### config.mk
export PLATFORM = sky130hd
export DESIGN_NAME = aud_ctrl_fsm
export DESIGN_NICKNAME = d
export VERILOG_FILES = /design/src/rtl/aud_ctrl_fsm.sv
export SDC_FILE = /design/constraint.sdc
export NUM_CORES = 1
export LEC_CHECK = 0
export ABC_AREA = 0
export CORE_MARGIN = 8
export CORE_UTILIZATION = 54
export DETAILED_ROUTE_END_ITERATION = 16
export PLACE_DENSITY = 0.81
export SLEW_MARGIN = 20
export SYNTH_ARGS = -nofsm -noshare
export SYNTH_HDL_FRONTEND = slang
export SYNTH_SLANG_ARGS = --single-unit
export TNS_END_PERCENT = 5
### constraint.sdc
create_clock -name i_clk -period 3.75 [get_ports i_clk]
set_input_delay 0.75 -clock i_clk [delete_from_list [all_inputs] [get_ports i_clk]]
set_output_delay 0.75 -clock i_clk [all_outputs]
set_load 0.03 [all_outputs]
### src/rtl/aud_ctrl_fsm.sv
// Record/play control FSM for the WM8731 audio path: divides SRAM into equal slots, tracks each
// slot's recorded length, and issues one-cycle command pulses to codec init, recorder and DSP.
module aud_ctrl_fsm #(
    parameter int ADDR_W     = 20,
    parameter int N_SLOTS    = 4,
    parameter int INIT_PULSE = 2,
    localparam int SW        = (N_SLOTS > 1) ? $clog2(N_SLOTS) : 1
) (
    input  logic              i_clk,
    input  logic              i_rst,
    input  logic              i_key_rec,
    input  logic              i_key_play,
    input  logic              i_key_stop,
    input  logic [SW-1:0]     i_slot,
    input  logic              i_loop,
    input  logic              i_i2c_done,
    input  logic [ADDR_W-1:0] i_rec_addr,
    input  logic [ADDR_W-1:0] i_play_addr,
    output logic              o_i2c_start,
    output logic              o_rec_start,
    output logic              o_rec_pause,
    output logic              o_rec_stop,
    output logic              o_dsp_start,
    output logic              o_dsp_pause,
    output logic              o_dsp_stop,
    output logic              o_sram_wr,
    output logic [ADDR_W-1:0] o_slot_base,
    output logic [ADDR_W-1:0] o_slot_end,
    output logic [2:0]        o_state
);

    typedef enum logic [2:0] {
        INIT  = 3'd0,
        IDLE  = 3'd1,
        RECD  = 3'd2,
        RECDP = 3'd3,
        PLAY  = 3'd4,
        PLAYP = 3'd5,
        WREL  = 3'd6
    } state_t;

    localparam int LOG_N  = $clog2(N_SLOTS);
    localparam int SLOT_W = ADDR_W - LOG_N;
    localparam int NE     = 2 ** SW;
    localparam int CW     = $clog2(INIT_PULSE + 2);
    localparam logic [ADDR_W:0] SLOT_LEN = (ADDR_W + 1)'(1) << SLOT_W;

    localparam int C_REC_START = 0;
    localparam int C_REC_PAUSE = 1;
    localparam int C_REC_STOP  = 2;
    localparam int C_DSP_START = 3;
    localparam int C_DSP_PAUSE = 4;
    localparam int C_DSP_STOP  = 5;

    // Slot ends are held one bit wider so a full last slot is distinguishable from its empty base.
    function automatic logic [ADDR_W:0] base_of(input logic [SW-1:0] s);
        logic [ADDR_W:0] b;
        b = '0;
        if (N_SLOTS > 1) b = (ADDR_W + 1)'(s) << SLOT_W;
        return b;
    endfunction

    state_t          state_q, state_d;
    state_t          nxt_q, nxt_d;
    logic [SW-1:0]   slot_q, slot_d;
    logic [ADDR_W:0] slot_end_q [NE];
    logic            restart_q, restart_d;
    logic [CW-1:0]   cnt_q, cnt_d;
    logic            i2c_start_q, i2c_start_d;
    logic [5:0]      cmd_q, cmd_d;
    logic            sram_wr_q, sram_wr_d;

    logic            end_we;
    logic [SW-1:0]   end_idx;
    logic [ADDR_W:0] end_val;

    logic [ADDR_W:0] cur_base, cur_end, sel_base, sel_end, rec_ext, play_ext;
    logic            rec_k, play_k, stop_k;

    assign cur_base = base_of(slot_q);
    assign cur_end  = slot_end_q[slot_q];
    assign sel_base = base_of(i_slot);
    assign sel_end  = slot_end_q[i_slot];
    assign rec_ext  = {1'b0, i_rec_addr};
    assign play_ext = {1'b0, i_play_addr};

    // stop > rec > play when several keys are down together
    assign stop_k = i_key_stop;
    assign rec_k  = i_key_rec & ~i_key_stop;
    assign play_k = i_key_play & ~i_key_stop & ~i_key_rec;

    always_comb begin
        state_d     = state_q;
        nxt_d       = nxt_q;
        slot_d      = slot_q;
        restart_d   = 1'b0;
        cnt_d       = cnt_q;
        i2c_start_d = 1'b0;
        cmd_d       = '0;
        end_we      = 1'b0;
        end_idx     = slot_q;
        end_val     = cur_end;

        unique case (state_q)
            INIT: begin
                if (cnt_q != CW'(INIT_PULSE)) cnt_d = cnt_q + 1'b1;
                i2c_start_d = (cnt_d < CW'(INIT_PULSE));
                if (i_i2c_done) begin
                    state_d     = IDLE;
                    i2c_start_d = 1'b0;
                end
            end
            IDLE: begin
                slot_d = i_slot;
                if (rec_k) begin
                    end_we  = 1'b1;
                    end_idx = i_slot;
                    end_val = sel_base;
                    nxt_d   = RECD;
                    state_d = WREL;
                end else if (play_k && (sel_end != sel_base)) begin
                    nxt_d   = PLAY;
                    state_d = WREL;
                end
            end
            RECD: begin
                end_we  = 1'b1;
                end_val = rec_ext + 1'b1;
                if (rec_ext >= cur_base + SLOT_LEN - 1'b1) begin
                    end_val           = cur_base + SLOT_LEN;
                    cmd_d[C_REC_STOP] = 1'b1;
                    state_d           = IDLE;
                end else if (stop_k) begin
                    cmd_d[C_REC_STOP] = 1'b1;
                    state_d           = IDLE;
                end else if (rec_k) begin
                    nxt_d   = RECDP;
                    state_d = WREL;
                end
            end
            RECDP: begin
                if (stop_k) begin
                    cmd_d[C_REC_STOP] = 1'b1;
                    state_d           = IDLE;
                end else if (rec_k) begin
                    nxt_d   = RECD;
                    state_d = WREL;
                end
            end
            PLAY: begin
                // restart_q marks the cycle after a loop-wrap stop, where the DSP is restarted
                if (restart_q) begin
                    if (stop_k) state_d = IDLE;
                    else cmd_d[C_DSP_START] = 1'b1;
                end else if (stop_k || (play_ext >= cur_end)) begin
                    cmd_d[C_DSP_STOP] = 1'b1;
                    if (!stop_k && i_loop) restart_d = 1'b1;
                    else state_d = IDLE;
                end else if (play_k) begin
                    nxt_d   = PLAYP;
                    state_d = WREL;
                end
            end
            PLAYP: begin
                if (stop_k) begin
                    cmd_d[C_DSP_STOP] = 1'b1;
                    state_d           = IDLE;
                end else if (play_k) begin
                    nxt_d   = PLAY;
                    state_d = WREL;
                end
            end
            WREL: begin
                if (stop_k) begin
                    state_d = IDLE;
                end else if (!i_key_rec && !i_key_play) begin
                    state_d = nxt_q;
                    unique case (nxt_q)
                        RECD:    cmd_d[C_REC_START] = 1'b1;
                        RECDP:   cmd_d[C_REC_PAUSE] = 1'b1;
                        PLAY:    cmd_d[C_DSP_START] = 1'b1;
                        PLAYP:   cmd_d[C_DSP_PAUSE] = 1'b1;
                        default: state_d = IDLE;
                    endcase
                end
            end
            default: state_d = INIT;
        endcase

        sram_wr_d = (state_d == RECD) || (state_d == RECDP);
    end

    always_ff @(posedge i_clk) begin
        if (i_rst) begin
            state_q     <= INIT;
            nxt_q       <= IDLE;
            slot_q      <= '0;
            restart_q   <= 1'b0;
            cnt_q       <= '0;
            i2c_start_q <= 1'b1;
            cmd_q       <= '0;
            sram_wr_q   <= 1'b0;
            for (int k = 0; k < NE; k++) slot_end_q[k] <= base_of(SW'(k));
        end else begin
            state_q     <= state_d;
            nxt_q       <= nxt_d;
            slot_q      <= slot_d;
            restart_q   <= restart_d;
            cnt_q       <= cnt_d;
            i2c_start_q <= i2c_start_d;
            cmd_q       <= cmd_d;
            sram_wr_q   <= sram_wr_d;
            if (end_we) slot_end_q[end_idx] <= end_val;
        end
    end

    assign o_i2c_start = i2c_start_q;
    assign o_rec_start = cmd_q[C_REC_START];
    assign o_rec_pause = cmd_q[C_REC_PAUSE];
    assign o_rec_stop  = cmd_q[C_REC_STOP];
    assign o_dsp_start = cmd_q[C_DSP_START];
    assign o_dsp_pause = cmd_q[C_DSP_PAUSE];
    assign o_dsp_stop  = cmd_q[C_DSP_STOP];
    assign o_sram_wr   = sram_wr_q;
    assign o_slot_base = cur_base[ADDR_W-1:0];
    assign o_slot_end  = cur_end[ADDR_W-1:0];
    assign o_state     = state_q;

endmodule

Yosys cells after proc, flatten, opt, wreduce, memory -nomap -nowiden:

Memories as Yosys holds them, arrays and structs flattened. A register that Yosys moved wholly into a read port is not among the register bits.
Index checks and enable logic that the tools add are counted.

* output and inout bits: 51
* bits in registers: 19
* bits of input ports: 49
* memories kept: 1
* RAM bits: 84

* muxes and demuxes: 70
* equal/unequal tests: 25
* $add $sub $neg: 4
* magnitude comparators: 3
* reduce and logical (&&, ||, !) cells: 15
* bitwise operators: 9

Memory list
* slot_end_q: depth 4, bits a word 21, read ports 2, clocked after memory_dff 1, wr ports 4, RTL line 66 `logic [ADDR_W:0] slot_end_q [NE];`

Operators by type and width (number)
* 21-bit 2-to-1 mux: 7
* 3-bit 2-to-1 mux: 27
* 20-bit by 21-bit >= comparator with 1-bit output: 2
* 21-bit one-hot mux with 2 select lines: 1
* 1-bit 2-to-1 mux: 22
* 2-bit != test, second input constant: 11
* 20-bit by 1-bit adder with 21-bit output, second input constant: 1
* 20-bit by 19-bit adder with 21-bit output, second input constant: 1
* 21-bit by 20-bit != test with 1-bit output: 1
* 3-bit one-hot mux with 7 select lines: 1
* 21-bit OR reduction: 1
* 21-bit by 1-bit subtractor with 21-bit output, second input constant: 1
* 3-bit by 2-bit == test with 1-bit output, second input constant: 6
* 3-bit == test, second input constant: 5
* 3-bit one-hot mux with 5 select lines: 1
* 2-bit 2-to-1 mux: 7
* 12-bit AND reduction: 1
* 4-bit OR reduction: 3
* 1-bit one-hot mux with 2 select lines: 4
* 1-bit inverter: 6
* 5-bit nonzero test: 1
* 1-bit AND: 3
* 3-bit by 1-bit == test with 1-bit output, second input constant: 1
* 1-bit logical AND: 3
* other kinds (6): 9

Depth between registers and ports, before layout:

* depth in word-level cells: 9
* depth in mapped cells: 12
* mapped depth without buffers: 10

Worst setup path before layout:

Ideal clock, no wire load.

* kind: reg2reg
* from: reg with a tool-made name
* to: reg nxt_q[1]
* slack: 0.537 ns
* stages on the path, launching flop included: 12
* arrival time: 3.143 ns
* data required time: 3.680 ns
* path buffers: 2
* library setup time: 0.070 ns
* path through: dfxtp_1 -> buf_2 -> buf_2 -> mux4_2 -> ha_1 -> nor2_1 -> a21oi_1 -> o221ai_1 -> a311oi_2 -> o21ai_0 -> or2_2 -> a21oi_1

RTL lines
* end signal, assigned: RTL line 206 `nxt_q <= nxt_d;`
* end, declared: RTL line 64 `state_t nxt_q, nxt_d;`

==> flow_metrics.env <==
export IMPL_arrival_ns=3.55
export IMPL_cts_reportedPaths_clkPinSlew_ns=0.10
export IMPL_cts_resized=0
export IMPL_grt_pass1_vias=4739
export IMPL_start_kind="register"
export IMPL_syn_cell_area_um2=5980
export IMPL_first_pass_iters=5
export IMPL_tightest_slew_ns=0.807
export IMPL_setup_viol_count_final=0
export IMPL_ys_seq_elements=105
export IMPL_p_leak_nw=2.55
export IMPL_grt_setup_unrepaired="false"
export IMPL_syn_to_final_growth_pct=18.1
export IMPL_coreArea_um2=10800
export IMPL_cp_slowest_cell="dfxtp_1"
export IMPL_hold_class="register to register"
export IMPL_cts_buffers=9
export IMPL_ys_async_sr_fraction=0
export IMPL_clock_sinks=105
export IMPL_wl_per_cell_um=21.0
export IMPL_wl_um=16400
export IMPL_finalClockSkew_ns=0.0119
export IMPL_outcome="complete, no violations"
export IMPL_power_density_nw_per_um2=412
export IMPL_grt_pass1_wl_um=25600
export IMPL_vias=4850
export IMPL_ys_warn_count=0
export IMPL_end_kind="register"
export IMPL_dp_hpwl_um=12600
export IMPL_worstPathMaxFanout=10
export IMPL_diodes=0
export IMPL_hold_viol=0
export IMPL_fin_ws_ns=0.511
export IMPL_period_share=0.864
export IMPL_grt_max_degree=22
export IMPL_grt_usage=0.225
export IMPL_die_area_um2=14700
export IMPL_crit_required_ns=4.06
export IMPL_cts_root_buf="clkbuf_8"
export IMPL_path_buf_inv=1
export IMPL_ant_nets=0
export IMPL_fillers=842
export IMPL_postCtsSetupBuffers=0
export IMPL_yosys_area_top_type="edfxtp_1"
export IMPL_critical_path_class="register to register"
export IMPL_ctsHoldBuffers=0
export IMPL_portBuffers=81
export IMPL_drc=0
export IMPL_grt_overflow=0
export IMPL_die_x_um=121
export IMPL_synth_top_area_frac=0.422
export IMPL_critical_path_top_delay_family="compound AO/OA/AOI/OAI gates"
export IMPL_path_cells="buf_4 > mux4_2 > ha_1 > nor2_1 > a21oi_1 > o221ai_1 > a311oi_2 > o21ai_0 > or2_2 > a21oi_1"
export IMPL_irDropWorstVdd_mv=0.216
export IMPL_layout_nets=710
export IMPL_htreeDepth=3
export IMPL_num_rows=38
export IMPL_yosys_top_cells_area="edfxtp_1, mux4_2, dfxtp_1"
export IMPL_netlist_instances=553
export IMPL_seq_area_frac_synth=0.492
export IMPL_drive_gt1_frac=0.103
export IMPL_fmax_mhz=309
export IMPL_finalMaxSlewViolations=0
export IMPL_dieHeight_um=121
export IMPL_initial_utilization=0.552
export IMPL_cp_slowest_stage_delay_ns=0.65
export IMPL_place_congestion=0.906
export IMPL_clock_latency_ns=0.38
export IMPL_vias_per_cell=6.21
export IMPL_clk_path_buf_depth=2
export IMPL_post_route_min_period_ns=3.24
export IMPL_crit_top_cell="a21oi_1"
export IMPL_synth_area_per_cell_um2=10.8
export IMPL_synth_edf_count=84
export IMPL_setup_tns_ns=0
export IMPL_grt_antenna_before_repair=0
export IMPL_cap_violations=0
export IMPL_relSlewSlack=0.461
export IMPL_synth_distinct_cells=60
export IMPL_cts_tree="built"
export IMPL_place_ws_ns=0.255
export IMPL_num_io_pins=100
export IMPL_drt_iter0_drc=377
export IMPL_synth_flop_cell="edfxtp_1"
==> final timing paths <==
kind / depth (start not counted) / end / startpoint / slack [ns]
worst min register to register: 2 / nxt_q[2] / nxt_q[2] / 0.51
worst max register to register: 10 / nxt_q[1] / register / 0.51
worst max-delay path: 10 / nxt_q[1] / register / 0.51
worst min-delay path: 2 / nxt_q[2] / nxt_q[2] / 0.51
==> routing by layer <==
| metal | share of wire | vias up | routed length [um] | GRT usage |
|---|---|---|---|---|
| li1 | - | 2163 | - | - |
| met2 | 0.48 | 325 | 7950 | 0.379 |
| met1 | 0.39 | 2331 | 6330 | 0.281 |
| met5 | 0 | - | 0 | 0 |
| met4 | 0.023 | 0 | 375 | 0.0786 |
| met3 | 0.11 | 31 | 1780 | 0.0456 |
==> worst reg2reg max path, stage by stage (launching register included) <==
cell and delay, ns:
dfxtp_1 0.65, buf_4 0.25, mux4_2 0.36, ha_1 0.31
nor2_1 0.04, a21oi_1 0.25, o221ai_1 0.22, a311oi_2 0.50
o21ai_0 0.18, or2_2 0.32, a21oi_1 0.11
==> stage by stage <==
| stage | utilization | area [um2] | std cells | hold slack [ns] | power, W |
|---|---|---|---|---|---|
| final | 0.651 | 7060 | 781 | 0.508 | 0.00291 |
| after detailed placement | 0.634 | 6870 | 765 | 0.492 | 0.00222 |
| after floorplan | - | 6050 | 570 | 0.460 | 0.00193 |
| after global routing | 0.651 | 7060 | 781 | 0.525 | 0.00302 |
| after global placement | 0.634 | 6870 | 765 | 0.480 | 0.00219 |
| after CTS | 0.651 | 7060 | 781 | 0.506 | 0.00291 |
==> area by class of cell <==
cell class | instances | area [um2] | share of cell area
clock inverter | 7 | 68.8 | 0.00974
inverter | 34 | 128 | 0.0181
clock buffer | 9 | 124 | 0.0175
multi-input combinational | 392 | 2700 | 0.383
sequential | 105 | 2940 | 0.417
timing repair buffer | 94 | 921 | 0.130
tap | 140 | 175 | 0.0248
==> placed cells by master (no fill, tap or decap), types with 3 or more instances in the layout <==
master           Yosys  final
a211oi_1             6      6
a21oi_1             18     18
a31oi_1              4      4
and2_1               4      4
and4_1               3      3
buf_4               18     12
clkbuf_8             0      9
clkdlybuf4s50_1      0     81
clkinv_1             1      3
conb_1               1     18
dfxtp_1             21     21
edfxtp_1            84     84
ha_1                25     25
inv_1               32     32
mux2i_1              4      4
mux4_2              21     21
nand2_1             29     29
nand2b_1             5      5
nand3_1             20     20
nand4_1              9      9
nor2_1             106    106
nor2b_1              4      4
nor3_1              17     17
nor3b_1              3      3
nor4_1              20     20
nor4b_1              3      3
o211ai_1             3      3
o21ai_0              9      9
o221ai_1             3      3
or2_2                3      3
xnor2_1              7      7
xor2_1              12     12
==> power by group <==
group          internal, W  switching [W]  total, W
combinational     0.000335       0.000467  0.000801
clock             0.000308       0.000399  0.000707
sequential         0.00133      0.0000773   0.00140
total              0.00197       0.000943   0.00291
==> state kept, by name (all words and copies together), names as in the netlist, named ones only <==
signal	count
restart_q	1
o_i2c_start	1
nxt_q	3
o_sram_wr	1
slot_q	2
cmd_q	6
o_state	3
slot_end_q	84
cnt_q	2
==> synth_stat cells, drive strengths merged (12+ instances only) <==
| master | instances |
|---|---|
| a21oi | 21 |
| buf | 30 |
| dfxtp | 21 |
| edfxtp | 84 |
| ha | 25 |
| inv | 33 |
| mux4 | 21 |
| nand2 | 30 |
| nand3 | 22 |
| nor2 | 106 |
| nor3 | 17 |
| nor4 | 21 |
| xor2 | 12 |
==> cells by family (layout without fill, tap and decap cells) <==
| group | count (synthesis) | after routing | synth area share |
|---|---|---|---|
| AND/OR/NAND/NOR | 238 | 238 | 0.194 |
| flip-flops | 105 | 105 | 0.492 |
| buffers and inverters | 73 | 144 | 0.0669 |
| XOR/XNOR | 19 | 19 | 0.0278 |
| multiplexers | 25 | 25 | 0.0858 |
| adder cells (fa/ha/maj) | 25 | 25 | 0.0523 |
| AO/OA/AOI/OAI | 67 | 67 | 0.0803 |
| other | 1 | 18 | 0.000627 |
(Power assumes the default switching activity.)
